`config.mk`:
```
export PLATFORM = sky130hd
export DESIGN_NAME = dds_dual_chan
export DESIGN_NICKNAME = d
export VERILOG_FILES = /design/src/rtl/dds_dual_chan.sv
export SDC_FILE = /design/constraint.sdc
export NUM_CORES = 1
export LEC_CHECK = 0
export CORE_MARGIN = 2
export CORE_UTILIZATION = 40
export CTS_CLUSTER_DIAMETER = 150
export DETAILED_ROUTE_END_ITERATION = 10
export RECOVER_POWER = 50
export SYNTH_ARGS = -nofsm -noshare
export SYNTH_HDL_FRONTEND = slang
export SYNTH_SLANG_ARGS = --single-unit
export TNS_END_PERCENT = 30
```
`constraint.sdc`:
```
create_clock -name sys_clk -period 2.3 [get_ports sys_clk]
set_input_delay 0.345 -clock sys_clk [delete_from_list [all_inputs] [get_ports sys_clk]]
set_output_delay 0.345 -clock sys_clk [all_outputs]
set_load 0.05 [all_outputs]
```
`src/rtl/dds_dual_chan.sv`:
```
// -----------------------------------------------------------------------------
// dds_dual_chan
//
// Two-channel DDS waveform generator fed by the UART receiver's 16-bit command
// word. Byte i of the word sets channel i: bit 7 selects the waveform
// (0 sawtooth, 1 triangle) and bits 6:0 set the frequency. The phase increment
// is freq << INC_SHIFT.
//
// A captured command waits in a per-channel pending register. It moves to the
// active registers at the channel's next phase wrap, so a running waveform
// never changes in mid-period. An idle channel (increment 0) takes the command
// at once.
//
// Optional feature, macro DDS_FRAME_CHECK_EN:
//   defined   - uart_done is accepted only while stop_status is high
//   undefined - stop_status is ignored and every uart_done is accepted
//
// Parameters:
//   ACC_W     phase accumulator width (>= 16)
//   INC_SHIFT increment shift (INC_SHIFT + 7 <= ACC_W)
//
// Ports:
//   sys_clk      system clock
//   sys_rst_n    asynchronous reset, active low
//   uart_done    one-cycle strobe, uart_data is valid
//   uart_data    command word: [7] ch0 sel, [6:0] ch0 freq,
//                              [15] ch1 sel, [14:8] ch1 freq
//   stop_status  receiver saw a valid stop bit (level, sampled with uart_done)
//   cmd_pend     bit i high: channel i holds a command not yet applied
//   dac_data     [7:0] ch0 sample, [15:8] ch1 sample (registered)
// -----------------------------------------------------------------------------
module dds_dual_chan #(
  parameter int ACC_W     = 24,
  parameter int INC_SHIFT = 8
) (
  input  logic        sys_clk,
  input  logic        sys_rst_n,
  input  logic        uart_done,
  input  logic [15:0] uart_data,
  input  logic        stop_status,
  output logic [1:0]  cmd_pend,
  output logic [15:0] dac_data
);

  logic accept;

`ifdef DDS_FRAME_CHECK_EN
  // A word that arrived with a framing error is dropped without any effect.
  assign accept = uart_done & stop_status;
`else
  logic unused_stop_status;
  assign unused_stop_status = stop_status;
  assign accept             = uart_done;
`endif

  for (genvar i = 0; i < 2; i++) begin : g_chan
    logic             act_sel;
    logic [ACC_W-1:0] act_inc;
    logic             pend_sel;
    logic [ACC_W-1:0] pend_inc;
    logic             pend_flag;
    logic [ACC_W-1:0] acc;
    logic [7:0]       dac_q;

    logic             in_sel;
    logic [ACC_W-1:0] in_inc;
    logic [ACC_W:0]   sum;
    logic             apply;
    logic [7:0]       phase;
    logic [7:0]       sample;

    // Decode this channel's byte of the incoming command word.
    assign in_sel = uart_data[8*i+7];
    assign in_inc = {{(ACC_W-7){1'b0}}, uart_data[8*i +: 7]} << INC_SHIFT;

    // The extra top bit of the sum is the carry out of the accumulator, which
    // marks the phase wrap.
    assign sum   = {1'b0, acc} + {1'b0, act_inc};
    assign apply = (act_inc == '0) || sum[ACC_W];
    assign phase = acc[ACC_W-1 -: 8];

    // NOTE: every signal written in always_comb gets a default first, so no
    // path through the block leaves it unassigned and no latch is inferred.
    always_comb begin
      sample = phase;
      if (act_sel) begin
        // Triangle: ramp up over the first half period, down over the second.
        sample = phase[7] ? ~{phase[6:0], 1'b0} : {phase[6:0], 1'b0};
      end
    end

    // NOTE: state registers use non-blocking assignments so every register
    // samples the pre-edge value of the others, independent of statement order.
    always_ff @(posedge sys_clk or negedge sys_rst_n) begin
      if (!sys_rst_n) begin
        acc       <= '0;
        act_inc   <= '0;
        act_sel   <= 1'b0;
        pend_inc  <= '0;
        pend_sel  <= 1'b0;
        pend_flag <= 1'b0;
        dac_q     <= '0;
      end else begin
        // With a zero increment the accumulator holds its value, so a frozen
        // channel keeps presenting its last sample.
        acc   <= sum[ACC_W-1:0];
        dac_q <= sample;

        if (apply && accept) begin
          // A word arriving on the apply edge goes straight to the active
          // registers. Any older pending word is superseded.
          act_inc   <= in_inc;
          act_sel   <= in_sel;
          pend_flag <= 1'b0;
        end else if (apply && pend_flag) begin
          act_inc   <= pend_inc;
          act_sel   <= pend_sel;
          pend_flag <= 1'b0;
        end else if (accept) begin
          // A running channel parks the word until its wrap. A later word
          // overwrites an unapplied one.
          pend_inc  <= in_inc;
          pend_sel  <= in_sel;
          pend_flag <= 1'b1;
        end
      end
    end

    assign cmd_pend[i]         = pend_flag;
    assign dac_data[8*i +: 8] = dac_q;
  end

endmodule

```
==> impl_metrics.toml <==
[run_status]
status = "complete, no violations"

[floorplan]
die-width_um = 104
core_area_mm2 = 0.00973
rows = 36
io_pins = 38
die_h_um = 104
start_util_pct = 41.2
die_area_mm2 = 0.0108

[cts]
cts_buffers = 9
clk_latency_ps = 350
cts_sinks = 82
cts_tree = "built"
cts.path.max_buffers = 2
htreeDepth = 3
cts_root_buffer = "clkbuf_8"
path_clk_slew_ps = 80
postCtsHoldBufs = 0

[place]
hpwl_um = 5270
dp_slack_ps = 25.7
portBuffers = 36
place_area_mm2 = 0.00464
place_congestion = 0.742
placed_cells = 506

[setup_path]
crit_chain = "ha_2, inv_2, fa_2, nor2b_1, o31a_1, a31o_4, a31oi_4, buf_12, mux2_2"
path_max_fanout = 8
cp.arrival_ps = 2460
crit_path_end_kind = "register"
crit_required_ps = 2540
critical_path_class = "register to register"
startpoint_type = "register"
cp_slowest_cell = "dfrtp_1"
cpPeakStageDelay_ps = 380

[sta]
relSlewSlack_pct = 26.3
worst_slew_pin_slew_ps = 1100
rsz0062_at_grt = "true"
fin_tns_setup_ps = 0
fin_crit_ps = 2220
holdWs_ps = 188
fin_crit_sh_pct = 96.7
final_hold_viol_count = 0
slew_viol_final = 0
final.setup.worst_slack_ps = 75.0
fmax_ghz = 0.449
setup_viol = 0
fin_worst_skew_ps = 9.01

[drt]
dr.pass1.iters = 4
vias = 2626
routedWlPerCell_um = 14.5
first_iter_violations = 73
drt_wl_total_um = 7580
ant_nets = 0
vias_per_cell = 5.02
drc = 0

[logic_synthesis]
synth_nets = 370
synth_common_cells = "dfrtp_1, xnor2_1, mux2_2"
yosys.area.top_type_share_pct = 51.2
synthFlopType = "dfrtp_1"
synth_edf_count = 0
synth_cell_type_count = 47
async_flop_share_pct = 100
ys_top_cells_by_area = "dfrtp_1, mux2_2, xnor2_1"
avgSynthCellArea_um2 = 12.1
syn_area_mm2 = 0.00401
ys_seq_area_share_pct = 51.2
synth_seq_cells = 82
synth_largest_area_cell = "dfrtp_1"
syn_inst = 332
yosysWarnings = 0
yosysMostFrequentCell = "dfrtp_1"

[pwr]
leakagePower_nw = 2.08
power_density_mw_per_mm2 = 1260
power_mw = 6.15
vdd_drop_max_mv = 0.740

[grt]
grt_pass1_wl_um = 13200
grt_start_max_net_pins = 46
gr-total-overflow = 0
first_global_vias = 2677
antenna_found_initial = 0
grt.total_usage_pct = 15.2

[final_layout]
utilization_pct = 50.1
nFillCells = 908
area_delta_synth_final_pct = 21.5
final_nets = 424
drive_gt1_share_pct = 21.5
final_cells = 523
final_area_mm2 = 0.00487
antenna_cells = 0

[run]
max_cap_violations = 0

[worst_hold_path]
min_path_type = "input port to async pin"
==> critical path: cells and delay by family, from the launching register on <==
family / cells / cell delay [ps]
AO/OA/AOI/OAI: 3 / 760
adder cells (fa/ha/maj): 2 / 390
multiplexers: 1 / 320
AND/OR/NAND/NOR: 1 / 50
buffers and inverters: 2 / 210
flip-flops: 1 / 380
==> routing by layer <==
metal | up-vias | track usage, % | part of all wire [%]
met5 | - | 0 | 0
met4 | 0 | 3.76 | 1.0
met3 | 7 | 4.89 | 3.4
met2 | 33 | 22.4 | 44
met1 | 1307 | 21.7 | 51
li1 | 1279 | - | -
==> layout make-up <==
cell class / instances / area [um2] / area share, %
flip-flops and latches: 82 / 2050 / 42.1
clock inverters: 3 / 65.1 / 1.34
multi-input cells: 231 / 1900 / 39.1
inverters: 5 / 18.8 / 0.385
clock buffers: 12 / 135 / 2.77
repair buffers: 57 / 528 / 10.8
well taps: 133 / 166 / 3.42
==> worst paths after layout <==
kind | start | end | slack [ps] | depth (start not counted)
max | g_chan[1].act_inc[8] | g_chan[1].act_inc[14] | 80 | 9
min | sys_rst_n | g_chan[1].dac_q[4] | 190 | 1
max reg2reg | g_chan[1].act_inc[8] | g_chan[1].act_inc[14] | 80 | 9
min reg2reg | g_chan[0].acc[8] | g_chan[0].acc[8] | 500 | 1
max in group asynchronous | sys_rst_n | g_chan[1].act_inc[13] | 840 | 2
min in group sys_clk | g_chan[0].acc[8] | g_chan[0].acc[8] | 500 | 1
==> sequential cells by signal, indices dropped and copies added, names as in the netlist <==
register / cells
g_chan.acc: 32
g_chan.dac_q: 16
g_chan.act_inc: 14
g_chan.pend_inc: 14
g_chan.act_sel: 2
g_chan.pend_flag: 2
g_chan.pend_sel: 2
==> logic make-up (layout without fill, tap and decap cells) <==
kind of cell | Yosys count | in the layout | share of synthesized area, %
AO/OA/AOI/OAI | 66 | 66 | 11.7
XOR/XNOR | 39 | 39 | 8.52
adder cells (fa/ha/maj) | 18 | 18 | 5.99
buffers and inverters | 19 | 77 | 2.25
flip-flops | 82 | 82 | 51.2
multiplexers | 38 | 38 | 11.4
AND/OR/NAND/NOR | 70 | 70 | 8.90
==> cells in the final DEF, fill, tap and decap left out, types with 10 or more instances in the layout <==
cell type        instances
ha_1                    14
xnor2_1                 32
mux2_2                  26
nor2_1                  25
dfrtp_1                 82
nand3_1                 10
a21oi_1                 27
buf_4                   16
clkdlybuf4s50_1         35
mux2_4                  10
nand2_1                 14
==> report_power, final <==
group	switching [mW]	internal, mW	total (mW)	leakage, nW
logic	1.44	1.30	2.74	0.993
registers	0.371	1.92	2.30	0.989
clock network	0.504	0.606	1.11	0.100
total	2.32	3.83	6.15	2.08
==> timing repair <==
| item | CTS | global route |
|---|---|---|
| setup buffers | 0 | 2 |
| pin swaps | 0 | 1 |
| endpoints found under the setup margin | 1 | 24 |
| gates resized for setup | 1 | 7 |
| cloned | 0 | 0 |
(Power assumes the default switching activity.)
